## config.mk

```make
export PLATFORM = sky130hd
export DESIGN_NAME = mm_cmd_sequencer_flat
export DESIGN_NICKNAME = d
export VERILOG_FILES = /design/src/rtl/mm_cmd_pkg.sv /design/src/rtl/mm_cmd_sequencer_if.sv /design/src/rtl/mm_cmd_sequencer_tx_pacer.sv /design/src/rtl/mm_cmd_sequencer.sv /design/src/flat_wrapper.sv
export SDC_FILE = /design/constraint.sdc
export NUM_CORES = 1
export LEC_CHECK = 0
export ABC_CLOCK_PERIOD_IN_PS = 2170
export BUFFER_PORTS_ARGS = -buffer_cell sky130_fd_sc_hd__buf_4
export CORE_MARGIN = 2
export CORE_UTILIZATION = 40
export CTS_BUF_LIST = sky130_fd_sc_hd__clkbuf_8
export DETAILED_ROUTE_END_ITERATION = 7
export SLEW_MARGIN = 10
export SYNTH_ARGS = -nofsm -noshare
export SYNTH_HDL_FRONTEND = slang
export SYNTH_SLANG_ARGS = --single-unit
```

## constraint.sdc

```tcl
create_clock -name clk -period 2.17 [get_ports clk]
set_input_delay 0.217 -clock clk [delete_from_list [all_inputs] [get_ports clk]]
set_output_delay 0.217 -clock clk [all_outputs]
set_load 0.005 [all_outputs]
```

## src/rtl/mm_cmd_pkg.sv

```systemverilog
// Shared definitions for the matrix-multiply command sequencer:
// opcodes, reply bytes, FSM state encoding and a width helper.
package mm_cmd_pkg;

  localparam logic [7:0] OP_LOAD_A = 8'hA1;
  localparam logic [7:0] OP_LOAD_B = 8'hB2;
  localparam logic [7:0] OP_RUN    = 8'hC3;

  localparam logic [7:0] ACK_BYTE  = 8'h55;
  localparam logic [7:0] ERR_BYTE  = 8'hEE;

  typedef enum logic [2:0] {
    IDLE   = 3'd0,
    LOAD   = 3'd1,
    ACK    = 3'd2,
    START  = 3'd3,
    WAIT   = 3'd4,
    RD     = 3'd5,
    SEND   = 3'd6,
    ERR_TX = 3'd7
  } state_e;

  // Index width for n elements; a single element still needs one bit.
  function automatic int addr_width(input int n);
    return (n > 1) ? $clog2(n) : 1;
  endfunction

endpackage

```

## src/rtl/mm_cmd_sequencer_if.sv

```systemverilog
// Byte/bus bundle between the command sequencer and its neighbours
// (UART RX/TX, operand buffers, multiplier, result memory).
interface mm_cmd_sequencer_if
  import mm_cmd_pkg::*;
#(
  parameter int DIM   = 2,
  parameter int RES_W = 16
);
  localparam int ADDR_W = addr_width(DIM * DIM);

  logic [7:0]        rx_data;
  logic              rx_valid;
  logic [7:0]        tx_data;
  logic              tx_start;
  logic              tx_busy;
  logic              buf_we;
  logic              buf_sel;
  logic [ADDR_W-1:0] buf_addr;
  logic [7:0]        buf_wdata;
  logic              mult_start;
  logic              mult_done;
  logic [ADDR_W-1:0] res_addr;
  logic [RES_W-1:0]  res_data;
  logic              busy;
  logic              err;

  modport master (
    input  rx_data, rx_valid, tx_busy, mult_done, res_data,
    output tx_data, tx_start, buf_we, buf_sel, buf_addr, buf_wdata,
           mult_start, res_addr, busy, err
  );

  modport slave (
    output rx_data, rx_valid, tx_busy, mult_done, res_data,
    input  tx_data, tx_start, buf_we, buf_sel, buf_addr, buf_wdata,
           mult_start, res_addr, busy, err
  );

endinterface

```

## src/rtl/mm_cmd_sequencer_tx_pacer.sv

```systemverilog
// UART TX launcher. Accepts a byte request, launches one frame when the
// transmitter is idle and the previous launch is old enough that TX_BUSY
// would already be visible, and strobes "sent" in the accept cycle.
module mm_cmd_sequencer_tx_pacer (
  input  logic       clk,
  input  logic       rst,
  input  logic       req,
  input  logic [7:0] req_data,
  input  logic       tx_busy,
  output logic       tx_start,
  output logic [7:0] tx_data,
  output logic       sent
);

  logic [1:0] holdoff_r;
  logic       tx_start_r;
  logic [7:0] tx_data_r;

  // TX_BUSY only rises the cycle after TX_START, so a short holdoff
  // bridges the window in which the UART still looks idle.
  assign sent     = req && !tx_busy && (holdoff_r == 2'd0);
  assign tx_start = tx_start_r;
  assign tx_data  = tx_data_r;

  // Launch register: one start pulse per accepted request, data held until next launch.
  always_ff @(posedge clk or posedge rst) begin
    if (rst) begin
      tx_start_r <= 1'b0;
      tx_data_r  <= 8'h00;
      holdoff_r  <= 2'd0;
    end else begin
      tx_start_r <= sent;
      if (sent) begin
        tx_data_r <= req_data;
        holdoff_r <= 2'd2;
      end else if (holdoff_r != 2'd0) begin
        holdoff_r <= holdoff_r - 2'd1;
      end else begin
        holdoff_r <= holdoff_r;
      end
    end
  end

endmodule

```

## src/rtl/mm_cmd_sequencer.sv

```systemverilog
// Command sequencer: parses UART opcodes, loads operand buffers, runs the
// multiplier with a done timeout and streams results MSB byte first.
module mm_cmd_sequencer
  import mm_cmd_pkg::*;
#(
  parameter int DIM     = 2,
  parameter int DATA_W  = 8,
  parameter int RES_W   = 16,
  parameter int TIMEOUT = 1023
) (
  input  logic               clk,
  input  logic               rst,
  mm_cmd_sequencer_if.master bus
);

  localparam int N      = DIM * DIM;
  localparam int ADDR_W = addr_width(N);
  localparam int NB     = RES_W / 8;
  localparam int BYTE_W = (NB > 1) ? $clog2(NB) : 1;
  localparam int TMO_W  = $clog2(TIMEOUT + 1);

  localparam logic [ADDR_W-1:0] LAST_ELEM = ADDR_W'(N - 1);
  localparam logic [BYTE_W-1:0] LAST_BYTE = BYTE_W'(NB - 1);
  localparam logic [TMO_W-1:0]  LAST_TMO  = TMO_W'(TIMEOUT - 1);

  state_e              state_r, state_n;
  logic [ADDR_W-1:0]   elem_r, elem_n;
  logic [ADDR_W-1:0]   res_addr_r, res_addr_n;
  logic [BYTE_W-1:0]   byte_r, byte_n;
  logic [TMO_W-1:0]    tmo_r, tmo_n;
  logic [RES_W-1:0]    shift_r, shift_n;
  logic                rd_phase_r, rd_phase_n;
  logic                buf_sel_r, buf_sel_n;
  logic                mult_start_r, mult_start_n;
  logic                err_r, err_set_s;
  logic                tx_req_s;
  logic [7:0]          tx_byte_s;
  logic                tx_sent_s;
  logic                load_we_s;
  logic [DATA_W-1:0]   wdata_s;

  mm_cmd_sequencer_tx_pacer u_tx_pacer (
    .clk      (clk),
    .rst      (rst),
    .req      (tx_req_s),
    .req_data (tx_byte_s),
    .tx_busy  (bus.tx_busy),
    .tx_start (bus.tx_start),
    .tx_data  (bus.tx_data),
    .sent     (tx_sent_s)
  );

  // Operand writes are combinational so a load byte lands in its own cycle.
  assign load_we_s      = (state_r == LOAD) && bus.rx_valid;
  assign wdata_s        = bus.rx_data;
  assign bus.buf_we     = load_we_s;
  assign bus.buf_sel    = buf_sel_r;
  assign bus.buf_addr   = elem_r;
  assign bus.buf_wdata  = load_we_s ? wdata_s : {DATA_W{1'b0}};
  assign bus.mult_start = mult_start_r;
  assign bus.res_addr   = res_addr_r;
  assign bus.busy       = (state_r != IDLE);
  assign bus.err        = err_r;

  // Next-state and datapath control for the command FSM.
  always_comb begin
    state_n      = state_r;
    elem_n       = elem_r;
    res_addr_n   = res_addr_r;
    byte_n       = byte_r;
    tmo_n        = tmo_r;
    shift_n      = shift_r;
    rd_phase_n   = rd_phase_r;
    buf_sel_n    = buf_sel_r;
    mult_start_n = 1'b0;
    err_set_s    = 1'b0;
    tx_req_s     = 1'b0;
    tx_byte_s    = 8'h00;

    case (state_r)
      IDLE: begin
        if (bus.rx_valid) begin
          if (bus.rx_data == OP_LOAD_A) begin
            state_n   = LOAD;
            buf_sel_n = 1'b0;
            elem_n    = {ADDR_W{1'b0}};
          end else if (bus.rx_data == OP_LOAD_B) begin
            state_n   = LOAD;
            buf_sel_n = 1'b1;
            elem_n    = {ADDR_W{1'b0}};
          end else if (bus.rx_data == OP_RUN) begin
            state_n      = START;
            mult_start_n = 1'b1;
          end else begin
            state_n   = ERR_TX;
            err_set_s = 1'b1;
          end
        end else begin
          state_n = IDLE;
        end
      end
      LOAD: begin
        if (bus.rx_valid) begin
          if (elem_r == LAST_ELEM) begin
            state_n = ACK;
            elem_n  = {ADDR_W{1'b0}};
          end else begin
            elem_n = elem_r + {{(ADDR_W-1){1'b0}}, 1'b1};
          end
        end else begin
          state_n = LOAD;
        end
      end
      ACK: begin
        tx_req_s  = 1'b1;
        tx_byte_s = ACK_BYTE;
        if (tx_sent_s) begin
          state_n = IDLE;
        end else begin
          state_n = ACK;
        end
      end
      START: begin
        tmo_n   = {TMO_W{1'b0}};
        state_n = WAIT;
      end
      WAIT: begin
        // Done takes priority over a timeout landing in the same cycle.
        if (bus.mult_done) begin
          state_n    = RD;
          elem_n     = {ADDR_W{1'b0}};
          res_addr_n = {ADDR_W{1'b0}};
          rd_phase_n = 1'b0;
        end else if (tmo_r == LAST_TMO) begin
          state_n   = ERR_TX;
          err_set_s = 1'b1;
        end else begin
          tmo_n = tmo_r + {{(TMO_W-1){1'b0}}, 1'b1};
        end
      end
      RD: begin
        // First cycle lets the result memory settle on the new address.
        if (rd_phase_r) begin
          shift_n    = bus.res_data;
          byte_n     = {BYTE_W{1'b0}};
          rd_phase_n = 1'b0;
          state_n    = SEND;
        end else begin
          rd_phase_n = 1'b1;
        end
      end
      SEND: begin
        tx_req_s  = 1'b1;
        tx_byte_s = shift_r[RES_W-1 -: 8];
        if (tx_sent_s) begin
          shift_n = shift_r << 8;
          if (byte_r == LAST_BYTE) begin
            byte_n = {BYTE_W{1'b0}};
            if (elem_r == LAST_ELEM) begin
              state_n = IDLE;
            end else begin
              elem_n     = elem_r + {{(ADDR_W-1){1'b0}}, 1'b1};
              res_addr_n = elem_r + {{(ADDR_W-1){1'b0}}, 1'b1};
              rd_phase_n = 1'b0;
              state_n    = RD;
            end
          end else begin
            byte_n = byte_r + {{(BYTE_W-1){1'b0}}, 1'b1};
          end
        end else begin
          state_n = SEND;
        end
      end
      ERR_TX: begin
        tx_req_s  = 1'b1;
        tx_byte_s = ERR_BYTE;
        if (tx_sent_s) begin
          state_n = IDLE;
        end else begin
          state_n = ERR_TX;
        end
      end
      default: begin
        state_n = IDLE;
      end
    endcase

    // A byte arriving while the sequencer cannot accept it is dropped and flagged.
    if (bus.rx_valid && (state_r != IDLE) && (state_r != LOAD)) begin
      err_set_s = 1'b1;
    end else begin
      err_set_s = err_set_s;
    end
  end

  // State, counters, result shifter and registered outputs.
  always_ff @(posedge clk or posedge rst) begin
    if (rst) begin
      state_r      <= IDLE;
      elem_r       <= {ADDR_W{1'b0}};
      res_addr_r   <= {ADDR_W{1'b0}};
      byte_r       <= {BYTE_W{1'b0}};
      tmo_r        <= {TMO_W{1'b0}};
      shift_r      <= {RES_W{1'b0}};
      rd_phase_r   <= 1'b0;
      buf_sel_r    <= 1'b0;
      mult_start_r <= 1'b0;
      err_r        <= 1'b0;
    end else begin
      state_r      <= state_n;
      elem_r       <= elem_n;
      res_addr_r   <= res_addr_n;
      byte_r       <= byte_n;
      tmo_r        <= tmo_n;
      shift_r      <= shift_n;
      rd_phase_r   <= rd_phase_n;
      buf_sel_r    <= buf_sel_n;
      mult_start_r <= mult_start_n;
      err_r        <= err_r | err_set_s;
    end
  end

endmodule

```

## src/flat_wrapper.sv

```systemverilog
// flat-port wrapper written by rule: the top's interface ports become plain ports
module mm_cmd_sequencer_flat import mm_cmd_pkg::*;
#(
  parameter int DIM     = 2,
  parameter int DATA_W  = 8,
  parameter int RES_W   = 16,
  parameter int TIMEOUT = 1023
)
  (clk, rst, bus_rx_data, bus_rx_valid, bus_tx_busy, bus_mult_done, bus_res_data, bus_tx_data, bus_tx_start, bus_buf_we, bus_buf_sel, bus_buf_addr, bus_buf_wdata, bus_mult_start, bus_res_addr, bus_busy, bus_err);
  mm_cmd_sequencer_if #(.DIM(DIM), .RES_W(RES_W)) bus_i ();
  input  logic clk;
  input  logic rst;
  input wire logic [$bits(bus_i.rx_data)-1:0] bus_rx_data;
  input wire logic [$bits(bus_i.rx_valid)-1:0] bus_rx_valid;
  input wire logic [$bits(bus_i.tx_busy)-1:0] bus_tx_busy;
  input wire logic [$bits(bus_i.mult_done)-1:0] bus_mult_done;
  input wire logic [$bits(bus_i.res_data)-1:0] bus_res_data;
  output wire logic [$bits(bus_i.tx_data)-1:0] bus_tx_data;
  output wire logic [$bits(bus_i.tx_start)-1:0] bus_tx_start;
  output wire logic [$bits(bus_i.buf_we)-1:0] bus_buf_we;
  output wire logic [$bits(bus_i.buf_sel)-1:0] bus_buf_sel;
  output wire logic [$bits(bus_i.buf_addr)-1:0] bus_buf_addr;
  output wire logic [$bits(bus_i.buf_wdata)-1:0] bus_buf_wdata;
  output wire logic [$bits(bus_i.mult_start)-1:0] bus_mult_start;
  output wire logic [$bits(bus_i.res_addr)-1:0] bus_res_addr;
  output wire logic [$bits(bus_i.busy)-1:0] bus_busy;
  output wire logic [$bits(bus_i.err)-1:0] bus_err;
  assign bus_i.rx_data = bus_rx_data;
  assign bus_i.rx_valid = bus_rx_valid;
  assign bus_i.tx_busy = bus_tx_busy;
  assign bus_i.mult_done = bus_mult_done;
  assign bus_i.res_data = bus_res_data;
  assign bus_tx_data = bus_i.tx_data;
  assign bus_tx_start = bus_i.tx_start;
  assign bus_buf_we = bus_i.buf_we;
  assign bus_buf_sel = bus_i.buf_sel;
  assign bus_buf_addr = bus_i.buf_addr;
  assign bus_buf_wdata = bus_i.buf_wdata;
  assign bus_mult_start = bus_i.mult_start;
  assign bus_res_addr = bus_i.res_addr;
  assign bus_busy = bus_i.busy;
  assign bus_err = bus_i.err;
  mm_cmd_sequencer #(.DIM(DIM), .DATA_W(DATA_W), .RES_W(RES_W), .TIMEOUT(TIMEOUT)) u_core (.clk(clk), .rst(rst), .bus(bus_i));
endmodule
```

Yosys cells after proc, flatten, opt, wreduce, memory -nomap -nowiden:

Cells that the tools add are included.

* shifts and indexed selects: 0
* muxes and demuxes: 62
* bitwise logic cells: 1
* eq/ne operators: 26
* reduce and logical (&&, ||, !) cells: 25
* multiply operators: 0
* order comparisons: 0
* $add $sub $neg: 4
* div/mod/pow operators: 0

Operator list (count)
* $mux W3: 13
* $mux W16: 2
* $pmux W16 S2: 1
* $eq A8 B8 Y1 const B: 3
* $mux W2: 12
* $pmux W3 S8: 1
* $pmux W8 S3: 1
* $mux W1: 23
* $mux W10: 2
* $pmux W10 S2: 1
* $ne A2 B2 Y1 const B: 7
* $eq A3 B3 Y1 const B: 4
* $reduce_bool A2 Y1: 6
* $add A10 B1 Y10 const B: 1
* $eq A10 B10 Y1 const B: 1
* $reduce_and A5 Y1: 2
* $reduce_and A3 Y1: 3
* $mux W8: 1
* $pmux W2 S4: 1
* $reduce_and A8 Y1: 1
* $eq A3 B2 Y1 const B: 2
* $ne A3 B1 Y1 const B: 2
* $ne A3 B2 Y1 const B: 2
* $reduce_bool A3 Y1: 2
* 18 further kinds: 24

* bits in writable memories: 0
* memories: 0
* bits in latches: 0
* bits in read-only memories: 0
* output and inout bits: 26
* flip-flop bits (word level): 49
* input port bits: 29
* logic and storage cells: 131

Longest topological paths before layout:

Gate-level depths: netlist (run 1).

* depth in word-level cells: 8
* depth in mapped cells: 8
* gate-level depth less buffers: 6

Cells and area by module:

Synthesis (run 1) repeated with hierarchy kept, for this count alone.

* cells, all modules: 280
* area total of the unflattened synthesis: 2626.3 um^2

Modules (own cells, without submodules)
* mm_cmd_sequencer: cells an instance 251, seq. area each 950.9 um^2, area each 2184.6 um^2, instances 1
* mm_cmd_sequencer_tx_pacer: cells an instance 29, seq. area each 275.3 um^2, area each 441.7 um^2, instances 1

Least setup slack after synthesis (run 1):

Ideal clock, no wire load.

* path kind: register to register
* start: register u_core.u_tx_pacer.holdoff_r[0]
* end: register u_core.shift_r[10]
* slack: 0.434 ns
* stages on the path, launching flop included: 9
* arrival: 1.600 ns
* period minus slack after synthesis: 1.736 ns
* required time: 2.034 ns
* path buffers: 2
* setup time: 0.136 ns
* path through: dfrtp_1 > inv_1 > ha_1 > nor4bb_1 > clkbuf_1 > o21ai_1 > clkbuf_1 > nand2_1 > o21ai_0

* longest elaborated chain between the ends: 4

RTL lines
* start, declared: line mm_cmd_sequencer_tx_pacer.sv:15 `logic [1:0] holdoff_r;`
* start signal, assigned: line mm_cmd_sequencer_tx_pacer.sv:37 `holdoff_r <= holdoff_r - 2'd1;`
* start signal, assigned: line mm_cmd_sequencer_tx_pacer.sv:39 `holdoff_r <= holdoff_r;`
* $logic_not A2 Y1: line mm_cmd_sequencer_tx_pacer.sv:21 `assign sent = req && !tx_busy && (holdoff_r == 2'd0);`
* $logic_and A1 B1 Y1: line mm_cmd_sequencer_tx_pacer.sv:21
* $ne A2 B2 Y1 (no source line)
* $reduce_and A3 Y1 (no source line)
* end signal, assigned: line mm_cmd_sequencer.sv:204 `shift_r <= {RES_W{1'b0}};`
* end signal, assigned: line mm_cmd_sequencer.sv:215 `shift_r <= shift_n;`
* end, declared: line mm_cmd_sequencer.sv:31 `logic [RES_W-1:0] shift_r, shift_n;`

Every way passes these cells.
A chain may end at the register's enable or synchronous reset.

Worst setup path in the final report (run 1):

* start: register u_core.state_r[1]
* end: output port bus_buf_wdata[3]

* longest elaborated chain between the ends: 3

RTL lines
* start, declared: line mm_cmd_sequencer.sv:26 `state_e state_r, state_n;`
* start signal, assigned: line mm_cmd_sequencer.sv:210 `state_r <= state_n;`
* $eq A3 B1 Y1: line mm_cmd_sequencer.sv:54 `assign load_we_s = (state_r == LOAD) && bus.rx_valid;`
* $logic_and A1 B1 Y1: line mm_cmd_sequencer.sv:54
* $mux W8: line mm_cmd_sequencer.sv:59 `assign bus.buf_wdata = load_we_s ? wdata_s : {DATA_W{1'b0}};`
* end, declared: line flat_wrapper.sv:23 `output wire logic [$bits(bus_i.buf_wdata)-1:0] bus_buf_wdata;`

Every way passes these cells.

==> results of run 1 <==
==> registers in the layout, summed over array words and instances, names as in the netlist, 2 cells and up <==
register and flops:
u_core.bus.buf_addr 2, u_core.bus.res_addr 2, u_core.shift_r 16, u_core.state_r 3, u_core.tmo_r 10, u_core.u_tx_pacer.holdoff_r 2, u_core.u_tx_pacer.tx_data 8
==> power by group <==
group	leakage (nW)	switching, mW	internal, mW
clock network	0.0540	0.295	0.335
logic	0.863	0.826	0.708
registers	0.618	0.269	1.24
==> worst max-delay path, cell delays in order (launching register included) <==
cell	delay, ns
dfrtp_1	0.49
buf_4	0.23
nor4bb_1	0.40
buf_4	0.21
and2_1	0.12
buf_4	0.10
==> cells by family (layout without fill, tap and decap cells) <==
logic type,count (synthesis),after routing,share of synthesized area
muxes,12,12,0.0471
adders and majority gates,4,4,0.0194
xor gates and xnor gates,1,1,0.00340
AOI/OAI and AO/OA,74,74,0.174
DFF,49,49,0.476
buffers and inverters,28,87,0.0451
and+or+nand+nor,117,117,0.235
==> worst paths after layout <==
kind,end,slack (ns),depth (start not counted)
worst max-delay path,bus_buf_wdata[3],0.11,5
worst min-delay path,u_core.shift_r[2]$_DFFE_PP0P_,0.16,3
worst max register to register,u_core.bus.buf_addr[0]$_DFFE_PP0P_,0.31,4
worst min register to register,u_core.u_tx_pacer.holdoff_r[0]$_DFFE_PP0P_,0.47,1
max in group asynchronous,u_core.shift_r[9]$_DFFE_PP0P_,1.26,4
min in group asynchronous,u_core.u_tx_pacer.tx_data[2]$_DFFE_PP0P_,0.34,3
==> per-layer routing <==
metal,global-route usage,up-vias,wire (um)
met2,0.270,63,2580
met4,0.0601,0,103
met1,0.247,1039,2860
met5,0,-,0
met3,0.0413,9,385
li1,-,1133,-
==> placed cells by master (no fill, tap or decap), drive strengths merged, types with 3 or more instances in the layout <==
cell type / instances
o31ai: 6
nor3: 6
nor3b: 3
ha: 4
a31oi: 5
dfrtp: 49
nand3: 13
o21ai: 31
mux2i: 11
or3: 3
nor2b: 4
and2: 7
nor4bb: 3
buf: 65
inv: 13
nand2: 43
clkbuf: 5
nor2: 19
nand2b: 3
a21oi: 18
==> area by class of cell <==
| class | instances | area [um^2] |
|---|---|---|
| Clock buffer | 5 | 68.8 |
| Fill cell | 619 | 3060 |
| Timing Repair Buffer | 66 | 498 |
| Tap cell | 77 | 96.3 |
| Inverter | 14 | 52.6 |
| Clock inverter | 2 | 35.0 |
| Multi-Input combinational cell | 208 | 1240 |
| Sequential cell | 49 | 1230 |
==> per-stage QoR <==
stage | hold WS (ns) | setup WS [ns] | util
floorplan | 0.353 | 0.434 | -
global route | 0.147 | 0.0248 | 0.512
CTS | 0.149 | 0.112 | 0.512
detailed placement | 0.124 | 0.332 | 0.494
finish | 0.159 | 0.106 | 0.512
global placement | 0.127 | 0.367 | 0.494
==> impl_metrics.csv, run 1 <==
group,metric,value,unit
outcome,status,"finished clean",
clock_network,clk_latency,0.30,ns
sta,fin_setup_tns,0,ns
sta,fmax,0.485,GHz
place,hpwl,4410,um
worst_setup_path,crit_path_max_fanout,12,
die,rows,29,
logic_synthesis,synth_area_per_cell,9.04,um^2
job,drv_cap,0,
drt,drt_iter0_drc,139,
worst_setup_path,r2r-start,"u_core.bus.buf_addr[0]$_DFFE_PP0P_",
drt,vias,2244,
sta,fin_crit_sh,0.951,
global_routing,global_route.overflow_total,0,
logic_synthesis,ys_top_cells_by_area,"dfrtp_1 48%, nand2_1 6.3%, o21ai_0 5.8%",
sta,drv_slew,0,
power,fin_total_pwr,3.67,mW
drt,drt-total-wl,5930,um
global_routing,grt_use_total,0.176,
clock_network,numCtsBuffers,5,
clock_network,htree_num_levels,2,
clock_network,clock-root-buffer,"clkbuf_8",
global_routing,first_global_vias,2181,
place,dpl.cell_count,413,
global_routing,grt_max_degree,34,
clock_network,ctsResizeCount,0,
die,die_y,84.3,um
final_layout,drive_above_1_share,0.227,
logic_synthesis,ys_warn_count,0,
worst_setup_path,crit_arrival,1.85,ns
die,start_util,0.411,
drt,vias_per_cell,5.33,
worst_setup_path,crit_path_end_kind,"output port",
place,dpl-instance-area,3100,um^2
worst_setup_path,timing.critical_path.from,"u_core.state_r[1]$_DFFE_PP0P_",
logic_synthesis,synth_cell_types,49,
place,gp_congestion,0.866,
drt,post-route-drc-count,0,
drt,ant_nets,0,
final_layout,layout.nets,377,
final_layout,areaGrowthSynthToFinish,24.8,%
worst_setup_path,worst-setup-path-type,"reg2out",
global_routing,grt_first_pass_wirelength,10300,um
sta,setup_viol,0,
worst_setup_path,start_kind,"register",
clock_network,cts_hold_buf,1,
die,die_x,84.3,um
clock_network,clk_pin_slew,0.09,ns
logic_synthesis,synth_flop_cell,"dfrtp_1",
logic_synthesis,synth_nets,318,
logic_synthesis,ys_ff_latch,49,
place,io_buffers,54,
logic_synthesis,synth.most_common_cell,"dfrtp_1",
sta,hold_viol,0,
die,core-area,6280,um^2
logic_synthesis,yosysTopAreaCell,"dfrtp_1",
power,vdd_ir_drop_max,0.000471,V
final_layout,diodes,0,
worst_setup_path,cp.required,1.95,ns
drt,drt_first_pass_iters,4,
global_routing,grt_antenna_before_repair,0,
final_layout,fin_cells,421,
power,p_leak,1.53,nW
logic_synthesis,netlist_instances,285,
sta,fin_crit,2.06,ns
drt,wl_per_cell,14.1,um
final_layout,design_area,3220,um^2
clock_network,cts_setup_buffers,0,
logic_synthesis,synth-edff-count,0,
clock_network,cts_tree,"yes",
sta,slew_headroom,0.680,
sta,tightest_slew,0.473,ns
sta,finClkSkew,0.00835,ns
logic_synthesis,synthArstFlopShare,1.00,
clock_network,clock_sinks,49,
die,fp.dieArea,7100,um^2
logic_synthesis,yosys-top-cells-count,"49 x dfrtp_1, 43 x nand2_1, 30 x o21ai_0",
logic_synthesis,syn_area,2580,um^2
power,power_density,1140,nW/um^2
logic_synthesis,yosysSeqAreaShare,0.476,
logic_synthesis,synth_top_area_frac,0.476,
hold_path,holdCritPathClass,"in2reg",
hold_path,hp-start,"bus_res_data[2]",
clock_network,clock_path_buffers,2,
sta,rsz0062_at_grt,"false",
die,ios,55,
No activity file was read; power rests on OpenSTA's default activity.
==> run 2, diff against run 1 <==
--- a/config.mk
+++ b/config.mk
@@ -7,7 +7,7 @@
 export LEC_CHECK = 0
 export ABC_CLOCK_PERIOD_IN_PS = 2170
 export BUFFER_PORTS_ARGS = -buffer_cell sky130_fd_sc_hd__buf_4
-export CORE_MARGIN = 2
+export CORE_MARGIN = 1
 export CORE_UTILIZATION = 40
 export CTS_BUF_LIST = sky130_fd_sc_hd__clkbuf_8
 export DETAILED_ROUTE_END_ITERATION = 7
==> impl_metrics.csv, run 2 (synthesized netlist as in run 1, its figures left out) <==
group,metric,value,unit
sta,drv_slew,0,
clock_network,clock_path_buffers,2,
die,start_util,0.425,
drt,vias_per_cell,5.35,
drt,drt-total-wl,5670,um
sta,tightest_slew,0.607,ns
die,ios,55,
final_layout,drive_above_1_share,0.232,
clock_network,cts_tree,"yes",
power,p_sw,1.40,mW
global_routing,global_route.overflow_total,0,
sta,setup_slack,0.286,ns
hold_path,holdCritPathClass,"in2async",
final_layout,largest-register,"u_core.shift_r",
worst_setup_path,worst_path_max_delay_cell,"dfrtp_1",
worst_setup_path,cp.required,1.95,ns
drt,ant_nets,0,
clock_network,cts_setup_buffers,0,
job,drv_cap,0,
die,core-area,6060,um^2
worst_setup_path,cpMostUsedCell,"buf_4",
global_routing,first_global_vias,2033,
sta,fin_setup_tns,0,ns
sta,fmax,0.531,GHz
sta,rsz0062_at_grt,"false",
sta,fin_crit_sh,0.868,
sta,finClkSkew,0.00754,ns
die,die_y,82.3,um
worst_setup_path,crit_path_end_kind,"output port",
sta,slew_headroom,0.596,
outcome,status,"finished clean",
drt,vias,2247,
power,internal_power,2.31,mW
die,die_x,82.3,um
die,rows,28,
sta,setup_viol,0,
clock_network,clk_pin_slew,0.10,ns
final_layout,fin_cells,420,
clock_network,clk_latency,0.30,ns
worst_setup_path,worst-setup-path-type,"reg2out",
worst_setup_path,crit_arrival,1.67,ns
place,preCtsSetupSlack,0.326,ns
place,hpwl,4090,um
drt,drt_iter0_drc,77,
final_layout,layout.nets,377,
power,fin_total_pwr,3.71,mW
power,p_leak,1.54,nW
final_layout,largest_register_ffs,16,
clock_network,ctsResizeCount,0,
sta,hold_viol,0,
worst_setup_path,crit_chain,"buf_4 -> clkinv_1 -> nor3_1 -> buf_4",
power,vdd_ir_drop_max,0.000474,V
clock_network,clock-root-buffer,"clkbuf_8",
power,power_density,1150,nW/um^2
power,comb_power_share,0.421,
clock_network,htree_num_levels,2,
die,fp.dieArea,6770,um^2
place,dpl.cell_count,412,
place,gp_congestion,0.824,
sta,fin_crit,1.88,ns
power,p_clk_frac,0.183,
global_routing,grt_antenna_before_repair,0,
clock_network,clock_sinks,49,
drt,wl_per_cell,13.5,um
clock_network,cts_hold_buf,0,
drt,drt_first_pass_iters,4,
final_layout,diodes,0,
worst_setup_path,cpPeakStageDelay,0.44,ns
final_layout,areaGrowthSynthToFinish,24.9,%
power,pwr-share-seq,0.396,
power,power_switching_share,0.378,
drt,post-route-drc-count,0,
worst_setup_path,start_kind,"register",
final_layout,final_cell_mix,"66 x buf_4, 49 x dfrtp_1, 43 x nand2_1, 30 x o21ai_0, 19 x nor2_1",
global_routing,grt_use_total,0.180,
worst_setup_path,crit_path_max_fanout,16,
global_routing,grt_first_pass_wirelength,9290,um
global_routing,grt_max_degree,50,
clock_network,numCtsBuffers,5,
place,io_buffers,54,
final_layout,layout_commonest_cell,"buf_4",
run 2: cell types whose count changed in the layout (fill, tap and decap cells not counted), sizes merged:
cell         change
buf              +1
dlygate4sd3      -1
inv              +1
run 2: per-layer routing:
layer	global-route usage	share of wire
met1	0.237	0.48
met3	0.0407	0.059
met4	0.0421	0.0093
met5	0	0
met2	0.298	0.45
run 2: critical path: cells and delay by family, from the launching register on:
family	cells	cell delay [ns]
buffers and inverters	3	0.64
AND/OR/NAND/NOR	1	0.28
flip-flops	1	0.44
run 2: area by class of cell:
cell class                 instances  area [um^2]
timing repair buffer              66          495
clock inverter                     3         43.8
fill                             603         2840
sequential                        49         1230
inverter                          14         52.6
tap                               75         93.8
clock buffer                       5         68.8
multi-input combinational        208         1240
run 2: stage by stage:
step / util / cell area (um^2) / hold WS [ns]
2_1_floorplan: - / 2580 / 0.353
3_3_place_gp: 0.513 / 3110 / 0.429
3_5_place_dp: 0.513 / 3110 / 0.444
4_1_cts: 0.531 / 3220 / 0.105
5_1_grt: 0.531 / 3220 / 0.127
6_report: 0.531 / 3220 / 0.0738
run 2: final timing paths:
kind,start,endpoint,slack (ns),depth (start not counted)
worst min register to register,u_core.u_tx_pacer.holdoff_r[0]$_DFFE_PP0P_,u_core.u_tx_pacer.holdoff_r[0]$_DFFE_PP0P_,0.48,1
min in group clk,bus_res_data[3],u_core.shift_r[3]$_DFFE_PP0P_,0.15,3
worst max-delay path,u_core.state_r[0]$_DFFE_PP0P_,bus_buf_wdata[6],0.29,4
worst max register to register,u_core.bus.buf_addr[0]$_DFFE_PP0P_,u_core.bus.buf_addr[0]$_DFFE_PP0P_,0.29,4
max in group asynchronous,rst,u_core.u_tx_pacer.holdoff_r[1]$_DFFE_PP0P_,1.69,3
worst min-delay path,rst,u_core.tmo_r[5]$_DFFE_PP0P_,0.07,3
run 2: power groups by stage:
stage / Sequential (mW) / Clock, mW / Combinational (mW)
after floorplan: 1.44 / 0 / 1.07
after global placement: 1.48 / 0 / 1.55
after detailed placement: 1.49 / 0 / 1.57
after CTS: 1.47 / 0.698 / 1.58
after global routing: 1.52 / 0.728 / 1.76
final: 1.47 / 0.679 / 1.56
==> run 3, diff against run 2 <==
--- a/config.mk
+++ b/config.mk
@@ -7,6 +7,7 @@
 export LEC_CHECK = 0
 export ABC_CLOCK_PERIOD_IN_PS = 2170
 export BUFFER_PORTS_ARGS = -buffer_cell sky130_fd_sc_hd__buf_4
+export CORE_ASPECT_RATIO = 1.2
 export CORE_MARGIN = 1
 export CORE_UTILIZATION = 40
 export CTS_BUF_LIST = sky130_fd_sc_hd__clkbuf_8
==> impl_metrics.csv, run 3 (synthesized netlist as in run 1, its figures left out) <==
group,metric,value,unit
outcome,status,"finished clean",
hold_path,hp-start,"bus_res_data[2]",
die,die_x,75.3,um
sta,slew_headroom,0.643,
global_routing,grt_antenna_before_repair,0,
sta,drv_slew,0,
place,hpwl,4090,um
final_layout,largest_register_ffs,16,
sta,fin_crit_sh,0.879,
final_layout,layout_commonest_cell,"buf_4",
global_routing,grt_busiest_layer,"met2",
worst_setup_path,worst_path_max_delay_cell,"dfrtp_1",
drt,drt-total-wl,5650,um
worst_setup_path,cp.required,1.95,ns
clock_network,clk_latency,0.30,ns
die,die_y,89.9,um
worst_setup_path,crit_path_max_fanout,8,
drt,post-route-drc-count,0,
die,fp.dieArea,6770,um^2
sta,hold_viol,0,
global_routing,grt_use_total,0.180,
sta,tightest_slew,0.529,ns
sta,fmax,0.524,GHz
sta,fin_crit,1.91,ns
final_layout,areaGrowthSynthToFinish,25.8,%
place,dpl.cell_count,418,
worst_setup_path,cpPeakStageDelay,0.55,ns
place,dpl-instance-area,3120,um^2
clock_network,clock-root-buffer,"clkbuf_8",
final_layout,fin_util,0.529,
place,gp_congestion,0.820,
place,io_buffers,54,
final_layout,layout.nets,377,
global_routing,grt_first_pass_wirelength,9710,um
final_layout,fin_cells,427,
global_routing,met3_usage,0.0258,
global_routing,use_met2,0.304,
final_layout,diodes,0,
sta,rsz0062_at_grt,"false",
hold_path,hold_path_end,"u_core.shift_r[2]$_DFFE_PP0P_",
clock_network,ctsResizeCount,0,
power,power_density,1130,nW/um^2
worst_setup_path,r2r_setup_slack,0.34,ns
job,drv_cap,0,
final_layout,design_area,3240,um^2
worst_setup_path,reg2reg_depth,5,
sta,fin_setup_tns,0,ns
drt,drt_first_pass_iters,4,
worst_setup_path,worst-setup-path-type,"reg2out",
drt,vias,2229,
worst_setup_path,r2r-start,"u_core.state_r[2]$_DFFE_PP0P_",
global_routing,grt_max_degree,50,
drt,drt_iter0_drc,140,
hold_path,holdPathStages,3,
worst_setup_path,start_kind,"register",
worst_setup_path,cpMostUsedCell,"buf_4",
hold_path,holdCritPathClass,"in2reg",
die,start_util,0.421,
die,rows,31,
clock_network,numCtsBuffers,5,
die,core-area,6130,um^2
power,p_leak,1.55,nW
drt,vias_per_cell,5.22,
final_layout,final_cell_mix,"64 x buf_4, 49 x dfrtp_1, 43 x nand2_1, 30 x o21ai_0, 19 x nor2_1",
clock_network,clk_pin_slew,0.09,ns
global_routing,grt_use_met1,0.233,
global_routing,first_global_vias,2174,
die,ios,55,
worst_setup_path,crit_chain,"nor4bb_1 -> buf_4 -> and2_1 -> buf_4",
worst_setup_path,crit_path_end_kind,"output port",
worst_setup_path,worstReg2RegEnd,"u_core.tmo_r[5]$_DFFE_PP0P_",
clock_network,htree_num_levels,2,
final_layout,drive_above_1_share,0.226,
clock_network,clock_sinks,49,
sta,setup_viol,0,
drt,ant_nets,0,
worst_setup_path,timing.critical_path.from,"u_core.state_r[0]$_DFFE_PP0P_",
worst_setup_path,crit_arrival,1.69,ns
clock_network,clock_path_buffers,2,
drt,wl_per_cell,13.2,um
clock_network,cts_tree,"yes",
final_layout,fillers,619,
global_routing,global_route.overflow_total,0,
power,vdd_ir_drop_max,0.000504,V
sta,finClkSkew,0.0107,ns
final_layout,largest-register,"u_core.shift_r",
run 3: area by class of cell:
type / count / area (um^2) / share of cell area
clock buffer: 5 / 68.8 / 0.0212
timing repair buffer: 66 / 510 / 0.157
sequential: 49 / 1230 / 0.378
tap: 82 / 103 / 0.0316
multi-input combinational: 208 / 1240 / 0.382
inverter: 14 / 52.6 / 0.0162
clock inverter: 3 / 42.5 / 0.0131
run 3: power by group:
group          switching (mW)  internal (mW)  total [mW]
registers               0.264           1.24        1.50
clock network           0.302          0.342       0.644
logic                   0.809          0.719        1.53
total                    1.37           2.30        3.68
run 3: what timing repair did:
item / CTS / global route
endpoints found under the hold margin: 49 / 0
hold buffers: 1 / 0
buffers inserted: 0 / 0
run 3: how the worst max path moves through the flow:
stage / end / slack [ns]
CTS: bus_buf_wdata[7] / 0.26
detailed placement: u_core.tmo_r[3]$_DFFE_PP0P_ / 0.35
global route: u_core.shift_r[7]$_DFFE_PP0P_ / 0.12
finish: bus_buf_wdata[7] / 0.26
global placement: u_core.tmo_r[3]$_DFFE_PP0P_ / 0.39
floorplan: u_core.shift_r[10]$_DFFE_PP0P_ / 0.43
run 3: per-layer routing:
metal	routed length (um)	vias up
met5	0	-
met4	51	0
met3	178	4
met2	2800	43
met1	2620	1054
li1	-	1128
run 3: metrics by stage:
stage | setup slack, ns | total power [mW] | hold slack (ns)
floorplan | 0.434 | 2.51 | 0.353
global placement | 0.393 | 3.03 | 0.286
detailed placement | 0.348 | 3.06 | 0.290
CTS | 0.260 | 3.72 | 0.144
global route | 0.115 | 3.99 | 0.156
finish | 0.263 | 3.68 | 0.155
run 3: worst max-delay path, delay by kind of cell, from the launching register on:
family	cells	cell delay (ns)
AND/OR/NAND/NOR	2	0.54
buffers and inverters	2	0.31
flip-flops	1	0.55
